File: src/rtl/gcn_pipe_pkg.sv
// Shared constants and helpers for the GCN datapath pipeline blocks.
package gcn_pipe_pkg;

    // Default data width and stage count used between GCN datapath units.
    localparam int DEFAULT_WIDTH = 16;
    localparam int DEFAULT_DEPTH = 4;

    // Width needed to hold an occupancy count of 0..depth.
    function automatic int cnt_w(input int depth);
        return $clog2(depth + 1);
    endfunction

endpackage

File: src/rtl/elastic_stage.sv
// One register stage of the elastic pipeline: a valid bit plus a data word.
// The stage is ready whenever it is empty or its downstream neighbour is ready,
// so an empty slot always absorbs the word above it and bubbles collapse.
module elastic_stage #(
    parameter int WIDTH = 16
) (
    input  logic             clk,
    input  logic             rst_n,
    input  logic             flush,
    input  logic             up_valid,
    input  logic [WIDTH-1:0] up_data,
    input  logic             dn_ready,
    output logic             valid,
    output logic [WIDTH-1:0] data,
    output logic             ready
);

    assign ready = !valid || dn_ready;

    // Valid/data register: flush clears only valid; data loads only on a real word.
    always_ff @(posedge clk or negedge rst_n) begin
        if (!rst_n) begin
            valid <= 1'b0;
            data  <= '0;
        end else if (flush) begin
            valid <= 1'b0;
        end else if (ready) begin
            valid <= up_valid;
            if (up_valid) begin
                data <= up_data;
            end
        end
    end

endmodule

File: src/rtl/elastic_pipe.sv
// DEPTH-stage elastic pipeline register with valid/ready handshake on both
// sides, bubble collapsing, synchronous flush and a registered occupancy count.
//
// Handshake: a word moves across an interface on a rising edge where valid and
// ready are both high; valid never depends on ready, and a producer holds its
// valid and data stable until the transfer happens.
//
// in_ready is a combinational function of out_ready through the ready chain
// (one OR gate per stage). That path is intentional and must be constrained as
// a through-path during synthesis; the data path itself is fully registered.
module elastic_pipe
    import gcn_pipe_pkg::*;
#(
    parameter  int WIDTH = DEFAULT_WIDTH,
    parameter  int DEPTH = DEFAULT_DEPTH,
    localparam int CNT_W = cnt_w(DEPTH)
) (
    input  logic             clk,
    input  logic             rst_n,
    input  logic             flush,
    input  logic             in_valid,
    input  logic [WIDTH-1:0] in_data,
    output logic             in_ready,
    output logic             out_valid,
    output logic [WIDTH-1:0] out_data,
    input  logic             out_ready,
    output logic [CNT_W-1:0] count
);

    // Next-edge valid bit of each stage, used to keep count in step with v[].
    logic [DEPTH-1:0] v_next;
    logic [CNT_W-1:0] cnt_next;

    for (genvar i = 0; i < DEPTH; i++) begin : g_stage
        logic             up_valid;
        logic [WIDTH-1:0] up_data;
        logic             dn_ready;
        logic             st_valid;
        logic [WIDTH-1:0] st_data;
        logic             st_ready;

        if (i == 0) begin : g_head
            assign up_valid = in_valid && !flush;
            assign up_data  = in_data;
        end else begin : g_link
            assign up_valid = g_stage[i-1].st_valid;
            assign up_data  = g_stage[i-1].st_data;
        end

        if (i == DEPTH - 1) begin : g_tail
            assign dn_ready = out_ready;
        end else begin : g_mid
            assign dn_ready = g_stage[i+1].st_ready;
        end

        elastic_stage #(
            .WIDTH(WIDTH)
        ) u_stage (
            .clk      (clk),
            .rst_n    (rst_n),
            .flush    (flush),
            .up_valid (up_valid),
            .up_data  (up_data),
            .dn_ready (dn_ready),
            .valid    (st_valid),
            .data     (st_data),
            .ready    (st_ready)
        );

        // Mirrors the stage's own valid update so count can be registered.
        assign v_next[i] = !flush && (st_ready ? up_valid : st_valid);
    end

    assign in_ready  = g_stage[0].st_ready && !flush;
    assign out_valid = g_stage[DEPTH-1].st_valid;
    assign out_data  = g_stage[DEPTH-1].st_data;

    // Popcount of the valid bits the stages will hold after the next edge.
    always_comb begin
        cnt_next = '0;
        for (int i = 0; i < DEPTH; i++) begin
            cnt_next = cnt_next + CNT_W'(v_next[i]);
        end
    end

    // Occupancy register, updated on the same edge as the stage valid bits.
    always_ff @(posedge clk or negedge rst_n) begin
        if (!rst_n) begin
            count <= '0;
        end else begin
            count <= cnt_next;
        end
    end

endmodule

File: config.mk
export PLATFORM = sky130hd
export DESIGN_NAME = elastic_pipe
export DESIGN_NICKNAME = d
export VERILOG_FILES = /design/src/rtl/gcn_pipe_pkg.sv /design/src/rtl/elastic_stage.sv /design/src/rtl/elastic_pipe.sv
export SDC_FILE = /design/constraint.sdc
export NUM_CORES = 1
export LEC_CHECK = 0
export ABC_AREA = 1
export ABC_CLOCK_PERIOD_IN_PS = 4100
export BUFFER_PORTS_ARGS = -buffer_cell sky130_fd_sc_hd__clkbuf_2
export CAP_MARGIN = 20
export CORE_MARGIN = 4
export CORE_UTILIZATION = 40
export CTS_CLUSTER_SIZE = 12
export DETAILED_ROUTE_END_ITERATION = 7
export GPL_TIMING_DRIVEN = 0
export SYNTH_ARGS = -nofsm -noshare
export SYNTH_HDL_FRONTEND = slang
export SYNTH_SLANG_ARGS = --single-unit
File: constraint.sdc
create_clock -name clk -period 4.1 [get_ports clk]
set_input_delay 0.205 -clock clk [delete_from_list [all_inputs] [get_ports clk]]
set_output_delay 0.205 -clock clk [all_outputs]
set_load 0.01 [all_outputs]
==> results.json, run 1 <==
{
  "outcome": "finished clean",
  "clk_latency_ns": 0.34,
  "drv_cap": 0,
  "cts-root-buf": "clkbuf_8",
  "synthCells": 303,
  "yosysWarnings": 0,
  "postCtsSetupRepairBufs": 0,
  "crit_path_top_delay_cell": "fa_1",
  "initial_core_util_pct": 42.2,
  "fp.dieH_microns": 93.6,
  "gp_congestion": 0.705,
  "crit_path_end_kind": "register",
  "grt_pass1_vias": 1939,
  "hold_class": "in -> reg",
  "synth-seq-cells": 71,
  "rrSetupSlack_ns": 1.78,
  "gr-total-overflow": 0,
  "wl_per_cell_microns": 11.5,
  "r2r_start": "g_stage[3].u_stage.valid",
  "tns_ns": 0,
  "cts.sinks": 71,
  "max_slew_margin_pct": 76.8,
  "htree_levels": 3,
  "hp-start": "in_data[1]",
  "postSynthAreaPerCell_sq_um": 9.66,
  "synthToLayoutAreaGrowth_pct": 19.5,
  "antenna_found_initial": 0,
  "first_pass_iters": 4,
  "ir_drop_mv": 0.213,
  "dieArea_sq_um": 8750,
  "cts_tree": "done",
  "drive_gt1_share_pct": 22.8,
  "crit_type": "reg -> reg",
  "crit_chain": "inv_1, nor2_4, nand3_2, buf_4, a21oi_1, fa_1, ha_1, ha_1",
  "rsz0062_at_grt": "false",
  "synth_cell_types": 18,
  "path_depth": 8,
  "setup_viol": 0,
  "dp_hpwl_microns": 3790,
  "final_cells": 456,
  "drc": 0,
  "crit_path_start_kind": "register",
  "min_to": "g_stage[0].u_stage.data[1]",
  "core_area_sq_um": 6940,
  "ios": 42,
  "grt_pass1_wl_microns": 9180,
  "wirelength_microns": 5230,
  "path_buf_inv": 2,
  "routed_via_density": 4.54,
  "synth_area_sq_um": 2930,
  "synth_nets": 327,
  "critPathMaxFanout": 10,
  "p_per_area_nw_per_um2": 484,
  "worstPathArrival_ns": 2.55,
  "reg2reg_depth": 8,
  "max_stage_delay_ns": 0.47,
  "seq_area_frac_synth_pct": 60.7,
  "row_count": 30,
  "r2r_end": "count[1]",
  "fin_nets": 380,
  "dpl.cell_count": 440,
  "drt-initial-drc-count": 42,
  "drv_slew": 0,
  "grtUsageTotal_pct": 13.3,
  "period_minus_slack_ns": 2.32,
  "hold_depth": 3,
  "grt_max_degree": 52,
  "insertedDiodeCount": 0,
  "final_hold_viol_count": 0,
  "max_slew.worst_pin.slew_ns": 0.348,
  "die_w_microns": 93.6,
  "path_common_cell": "ha_1",
  "critical-path-top-delay-family": "adder cells",
  "cts_max_path_buffers": 2,
  "leakagePower_uw": 0.00193,
  "skew_ns": 0.00710,
  "via_count": 2070,
  "clk_pin_slew_worst_paths_ns": 0.07,
  "antenna_left": 0,
  "timing.fmax_mhz": 431,
  "period_share_pct": 56.6,
  "crit_required_ns": 4.33,
  "port_buffers": 40,
  "cts_buffers": 9
}
==> how the worst max path moves through the flow <==
| stage | start | end | slack (ns) |
|---|---|---|---|
| final | g_stage[3].u_stage.valid | count[1] | 1.78 |
| after global routing | g_stage[3].u_stage.valid | count[1] | 1.64 |
| after CTS | g_stage[3].u_stage.valid | count[1] | 1.74 |
| after detailed placement | g_stage[3].u_stage.valid | count[1] | 1.75 |
| after global placement | g_stage[3].u_stage.valid | count[1] | 1.77 |
| after floorplan | g_stage[3].u_stage.valid | count[1] | 1.88 |
==> report_power, final <==
group / switching [uW] / leakage (uW) / internal, uW
clock: 243 / 0.000109 / 354
combinational: 120 / 0.000900 / 90.4
sequential: 65.8 / 0.000924 / 821
total: 429 / 0.00193 / 1270
==> state kept, by name, indices dropped and copies added, names as in the netlist <==
signal and flops:
count 3, g_stage.u_stage.valid 4, g_stage.u_stage.data 64
==> synthesized netlist by cell type, drive strengths merged <==
library cell    n  share of area (%)
ha              2               0.85
dfrtp          71                 61
nor2            6                2.4
a21oi           4               0.68
fa              1               0.68
nand4           1               0.73
buf            13                3.7
nand3          65                 11
inv             7               0.90
nand2         133                 18
==> kinds of logic (layout without fill, tap and decap cells) <==
group	after synthesis	count (layout)	synth area share, %
buffers and inverters	20	77	4.57
and+or+nand+nor	205	205	32.5
DFF	71	71	60.7
AOI/OAI and AO/OA	4	4	0.684
adders and majority gates	3	3	1.54
==> layer usage <==
| layer | wire (microns) | vias up | global-route usage, % |
|---|---|---|---|
| met5 | 0 | - | 0 |
| met1 | 2570 | 930 | 18.6 |
| li1 | - | 1085 | - |
| met3 | 276 | 14 | 3.14 |
| met4 | 152 | 0 | 8.30 |
| met2 | 2230 | 41 | 18.6 |
==> layout by cell type (no fill, tap or decap), types with 5 or more instances in the layout <==
master,Yosys,layout
buf_6,6,6
nand2_1,128,128
clkbuf_8,0,10
nand3_1,64,64
buf_2,5,5
dfrtp_1,71,71
inv_1,5,5
clkbuf_2,0,39
==> timing repair <==
action / CTS / global route
resized for setup: 0 / 0
setup endpoints to repair: 0 / 0
hold buffers: 1 / 0
hold endpoints to repair: 20 / 0
==> worst reg2reg max path, stage by stage (launching register included) <==
cell and delay (ns):
dfrtp_1 0.34, inv_1 0.06, nor2_4 0.18, nand3_2 0.22
buf_4 0.24, a21oi_1 0.23, fa_1 0.47, ha_1 0.21
ha_1 0.26
==> metrics by stage <==
step | hold slack, ns | area, sq um | utilization (%) | total power (uW) | setup slack, ns
2_1_floorplan | -0.0906 | 2930 | - | 1020 | 1.88
3_3_place_gp | 0.436 | 3250 | 46.8 | 1100 | 1.77
3_5_place_dp | 0.146 | 3280 | 47.2 | 1120 | 1.75
4_1_cts | 0.0700 | 3500 | 50.4 | 1720 | 1.74
5_1_grt | 0.0879 | 3500 | 50.4 | 1790 | 1.64
6_report | 0.0902 | 3500 | 50.4 | 1690 | 1.78
==> final cells by class <==
cell class	count	area [sq um]
buffer	13	108
clock buffer	11	141
clock inverter	4	70.1
fill	676	3440
inverter	7	26.3
multi-input combinational	212	1020
sequential	71	1780
tap	96	120
timing repair buffer	42	240
No activity file was read; power rests on OpenSTA's default activity.
==> run 2: changes to the inputs <==
--- a/config.mk
+++ b/config.mk
@@ -6,7 +6,7 @@
 export NUM_CORES = 1
 export LEC_CHECK = 0
 export ABC_AREA = 1
-export ABC_CLOCK_PERIOD_IN_PS = 4100
+export ABC_CLOCK_PERIOD_IN_PS = 2090
 export BUFFER_PORTS_ARGS = -buffer_cell sky130_fd_sc_hd__clkbuf_2
 export CAP_MARGIN = 20
 export CORE_MARGIN = 4
==> constraint.sdc (replaced) <==
create_clock -name clk -period 2.09 [get_ports clk]
set_input_delay 0.1045 -clock clk [delete_from_list [all_inputs] [get_ports clk]]
set_output_delay 0.1045 -clock clk [all_outputs]
set_load 0.01 [all_outputs]
==> run 2 against run 1 <==
Net effect: design area up 7.1%; via count is 4.2% higher; sequential power grew 97%; worst setup slack got worse by 1.7 ns; critical path type unchanged.
==> results.json, run 2 (synthesis gave the netlist of run 1 again) <==
{
  "outcome": "finished clean",
  "grt_pass1_wl_microns": 9970,
  "timing.fmax_mhz": 507,
  "wirelength_met1_microns": 2730,
  "htree_levels": 3,
  "multiInputGateArea_sq_um": 1070,
  "routed_via_density": 4.50,
  "wl_met2_microns": 2490,
  "critPathMaxFanout": 3,
  "ios": 42,
  "antenna_left": 0,
  "die_w_microns": 93.6,
  "drv_slew": 0,
  "final_cell_mix": "nand2_1 (128), dfrtp_1 (71), nand3_1 (64)",
  "worstPathArrival_ns": 2.20,
  "max_slew_margin_pct": 78.6,
  "fin_nets": 404,
  "clk_latency_ns": 0.33,
  "place_ws_ns": -0.129,
  "dieArea_sq_um": 8750,
  "port_buffers": 40,
  "crit_path_end_kind": "register",
  "skew_ns": 0.00728,
  "period_share_pct": 94.4,
  "dr_wl_met3_microns": 228,
  "drive_gt1_share_pct": 24.8,
  "crit_chain": "inv_2, nor2_4, buf_12, nand4_4, buf_6, a21oi_4, fa_1, ha_2, ha_4",
  "seq_area_sq_um": 1780,
  "dpl.cell_count": 440,
  "row_count": 30,
  "grt_max_degree": 67,
  "antenna_found_initial": 0,
  "via_count": 2156,
  "max_slew.worst_pin.slew_ns": 0.322,
  "grt_pass1_vias": 2194,
  "power.total_uw": 3120,
  "fp.dieH_microns": 93.6,
  "cts_buffers": 9,
  "synthToLayoutAreaGrowth_pct": 28.0,
  "insertedDiodeCount": 0,
  "drt-initial-drc-count": 83,
  "cts_max_path_buffers": 2,
  "tns_ns": 0,
  "crit_type": "reg -> reg",
  "cts.sinks": 71,
  "gp_congestion": 0.712,
  "final_hold_viol_count": 0,
  "fillCellCount": 664,
  "top_regs": "g_stage.u_stage.data: 64 flops, g_stage.u_stage.valid: 4 flops, count: 3 flops",
  "max_stage_delay_ns": 0.42,
  "drc": 0,
  "gr-total-overflow": 0,
  "drv_cap": 0,
  "first_pass_iters": 4,
  "largest_reg_flops": 64,
  "crit_path_top_delay_cell": "fa_1",
  "regMostFlops": "g_stage.u_stage.data",
  "wirelength_microns": 5550,
  "core_area_sq_um": 6940,
  "crit_required_ns": 2.32,
  "whs_ns": 0.0172,
  "ir_drop_mv": 0.358,
  "clk_pin_slew_worst_paths_ns": 0.07,
  "rsz0062_at_grt": "false",
  "wl_per_cell_microns": 11.6,
  "period_minus_slack_ns": 1.97,
  "setup_viol": 0,
  "routed.top_layer": "met4",
  "crit_path_start_kind": "register",
  "cts-root-buf": "clkbuf_8",
  "final_cells": 479,
  "initial_core_util_pct": 42.2,
  "hold_class": "in -> reg",
  "leakagePower_uw": 0.00202,
  "final_common_cell": "nand2_1",
  "grtUsageTotal_pct": 14.4,
  "setup_ws_ns": 0.117,
  "p_per_area_nw_per_um2": 832,
  "dp_hpwl_microns": 3890,
  "cts_tree": "done"
}
run 2: cell types whose count changed in the layout (fill, tap and decap cells not counted), sizes merged:
| cell | previous run | this run |
|---|---|---|
| clkinv | 2 | 1 |
| clkbuf | 51 | 53 |
| dlygate4sd3 | 1 | 16 |
| buf | 14 | 23 |
| bufinv | 2 | 0 |
run 2: final timing paths:
kind	start	endpoint	slack (ns)	cells after the start
min in group asynchronous	rst_n	count[1]	0.14	2
worst max-delay path	g_stage[3].u_stage.valid	count[1]	0.12	9
worst min-delay path	in_data[0]	g_stage[0].u_stage.data[0]	0.02	3
worst min register to register	g_stage[3].u_stage.data[13]	g_stage[3].u_stage.data[13]	0.47	2
max in group asynchronous	rst_n	g_stage[1].u_stage.data[11]	1.42	3
worst max register to register	g_stage[3].u_stage.valid	count[1]	0.12	9
run 2: final cells by class:
cell class              count  area share, %
inverters                   7          0.701
clock inverters             1          0.134
clock buffers              13           4.24
well taps                  96           3.20
flip-flops and latches     71           47.4
repair buffers             66           12.6
plain buffers              13           3.14
multi-input cells         212           28.6
run 2: timing repair:
| item | 4_1_cts | 5_1_grt |
|---|---|---|
| gates resized for setup | 1 | 2 |
| pin swaps | 2 | 4 |
| hold endpoints to repair | 86 | 0 |
| buffers inserted | 4 | 5 |
| setup endpoints to repair | 2 | 1 |
| hold buffers | 16 | 0 |
run 2: layer usage:
metal / up-vias / global-route usage [%]
li1: 1132 / -
met1: 977 / 19.3
met2: 40 / 21.8
met3: 7 / 2.90
met4: 0 / 7.94
met5: - / 0
run 2: worst max-delay path: cells and delay by family (launching register included):
family,cells,cell delay [ns]
compound gates,1,0.16
fa+ha+maj,3,0.82
flops,1,0.35
simple gates,2,0.22
buf+inv,3,0.33
run 2: stage by stage:
step,util [%],instance area [sq um]
after floorplan,-,2970
after global placement,47.3,3290
after detailed placement,47.8,3320
after CTS,53.2,3690
after global routing,54.0,3750
final,54.0,3750
run 2: report_power, final:
group          switching, uW  leakage [uW]  internal (uW)
combinational            246       0.00101            201
clock                    446     0.0000854            482
sequential               134      0.000924           1610
total                    826       0.00202           2290
==> run 3: changes to the inputs <==
--- a/config.mk
+++ b/config.mk
@@ -9,7 +9,7 @@
 export ABC_CLOCK_PERIOD_IN_PS = 2090
 export BUFFER_PORTS_ARGS = -buffer_cell sky130_fd_sc_hd__clkbuf_2
 export CAP_MARGIN = 20
-export CORE_MARGIN = 4
+export CORE_MARGIN = 5
 export CORE_UTILIZATION = 40
 export CTS_CLUSTER_SIZE = 12
 export DETAILED_ROUTE_END_ITERATION = 7
==> run 3 against run 2 <==
Net effect: sequential share of layout area is 0.35 points lower; clock skew hardly changed; clock-buffer cell count is 2 lower; routed wire length is 0.78% higher; critical path depth is 1 lower; via count is 0.97% higher; critical endpoint unchanged; highest routed layer unchanged.
==> results.json, run 3 (synthesis gave the netlist of run 1 again) <==
{
  "via_count": 2177,
  "grt_pass1_wl_microns": 9940,
  "gr-total-overflow": 0,
  "htree_levels": 3,
  "timing.fmax_mhz": 504,
  "fp.dieH_microns": 95.6,
  "grt_pass1_vias": 2186,
  "multiInputGateArea_sq_um": 1060,
  "max_slew_margin_pct": 78.1,
  "insertedDiodeCount": 0,
  "synthToLayoutAreaGrowth_pct": 29.0,
  "setup_viol": 0,
  "port_buffers": 40,
  "core_area_sq_um": 7180,
  "critPathMaxFanout": 4,
  "top_regs": "g_stage.u_stage.data: 64 flops, g_stage.u_stage.valid: 4 flops, count: 3 flops",
  "period_share_pct": 95.0,
  "hold_class": "in -> reg",
  "clk_latency_ns": 0.34,
  "drv_cap": 0,
  "largest_reg_flops": 64,
  "leakagePower_uw": 0.00204,
  "ios": 42,
  "seq_area_sq_um": 1780,
  "grt_max_degree": 67,
  "wirelength_microns": 5590,
  "grtUsageTotal_pct": 14.2,
  "crit_path_end_kind": "register",
  "cts_buffers": 9,
  "crit_required_ns": 2.32,
  "crit_path_start_kind": "register",
  "p_per_area_nw_per_um2": 899,
  "drive_gt1_share_pct": 24.5,
  "initial_core_util_pct": 40.8,
  "crit_type": "reg -> reg",
  "dp_hpwl_microns": 3910,
  "cts_max_path_buffers": 2,
  "period_minus_slack_ns": 1.99,
  "drc": 0,
  "fin_nets": 402,
  "whs_ns": 0.0363,
  "outcome": "finished clean",
  "cts.sinks": 71,
  "ir_drop_mv": 0.388,
  "first_pass_iters": 4,
  "regMostFlops": "g_stage.u_stage.data",
  "worstPathArrival_ns": 2.22,
  "dieArea_sq_um": 9130,
  "gp_congestion": 0.744,
  "row_count": 31,
  "die_w_microns": 95.6,
  "routed_via_density": 4.52,
  "rsz0062_at_grt": "false",
  "final_hold_viol_count": 0,
  "utilization_pct": 52.6,
  "antenna_left": 0,
  "antenna_found_initial": 0,
  "wl_per_cell_microns": 11.6,
  "power.total_uw": 3400,
  "clk_pin_slew_worst_paths_ns": 0.07,
  "final_cell_mix": "nand2_1 (128), dfrtp_1 (71), nand3_1 (64)",
  "skew_ns": 0.00679,
  "fillCellCount": 676,
  "max_slew.worst_pin.slew_ns": 0.328,
  "cts-root-buf": "clkbuf_8",
  "cts_tree": "done",
  "drt-initial-drc-count": 57,
  "final_common_cell": "nand2_1",
  "drv_slew": 0
}
==> run 3: cell type report <==
type	count	share of cell area, %
well taps	99	3.28
clock inverters	5	2.15
plain buffers	11	2.68
clock buffers	11	3.74
multi-input cells	212	28.1
repair buffers	66	12.3
flip-flops and latches	71	47.1
inverters	7	0.696
==> run 3: what timing repair did <==
action,in CTS,in global routing
resized for setup,1,2
setup buffers,5,3
setup endpoints to repair,2,1
hold buffers,17,0
pin swaps,2,4
hold endpoints to repair,87,0
==> run 3: worst max-delay path, stage by stage, from the launching register on <==
cell and delay, ns:
dfrtp_1 0.36, inv_2 0.05, nor2_4 0.18, buf_6 0.13, nand4_4 0.10, a21oi_4 0.20
fa_1 0.42, ha_2 0.18, ha_1 0.26
==> run 3: where the power goes <==
group	leakage [uW]	switching, uW	internal (uW)	total [uW]
registers	0.000924	129	1610	1740
logic	0.00100	248	202	450
clock network	0.000110	502	705	1210
total	0.00204	879	2520	3400
==> run 3: metal layers <==
layer,wire length (microns),up-vias,GRT usage [%]
met5,0,-,0
met4,139,0,9.24
met3,213,10,2.60
met2,2570,41,21.6
met1,2670,998,18.5
li1,-,1128,-
==> run 3: final timing paths <==
path	start	to	slack, ns	cells after the start
worst min register to register	g_stage[3].u_stage.data[15]	g_stage[3].u_stage.data[15]	0.47	2
worst min-delay path	flush	g_stage[1].u_stage.valid	0.04	2
worst max-delay path	g_stage[3].u_stage.valid	count[1]	0.10	8
max in group asynchronous	rst_n	g_stage[1].u_stage.data[5]	1.42	3
worst max register to register	g_stage[3].u_stage.valid	count[1]	0.10	8
min in group asynchronous	rst_n	count[1]	0.15	2
==> run 3: through the flow <==
stage / cell area [sq um] / worst slack (ns) / cells / setup TNS (ns)
final: 3780 / 0.104 / 482 / 0
after global routing: 3780 / 0.0129 / 482 / 0
after CTS: 3760 / 0.00911 / 481 / 0
after detailed placement: 3320 / -0.115 / 443 / -0.127
after global placement: 3290 / -0.112 / 442 / -0.126
after floorplan: 2970 / 0.00457 / 303 / 0
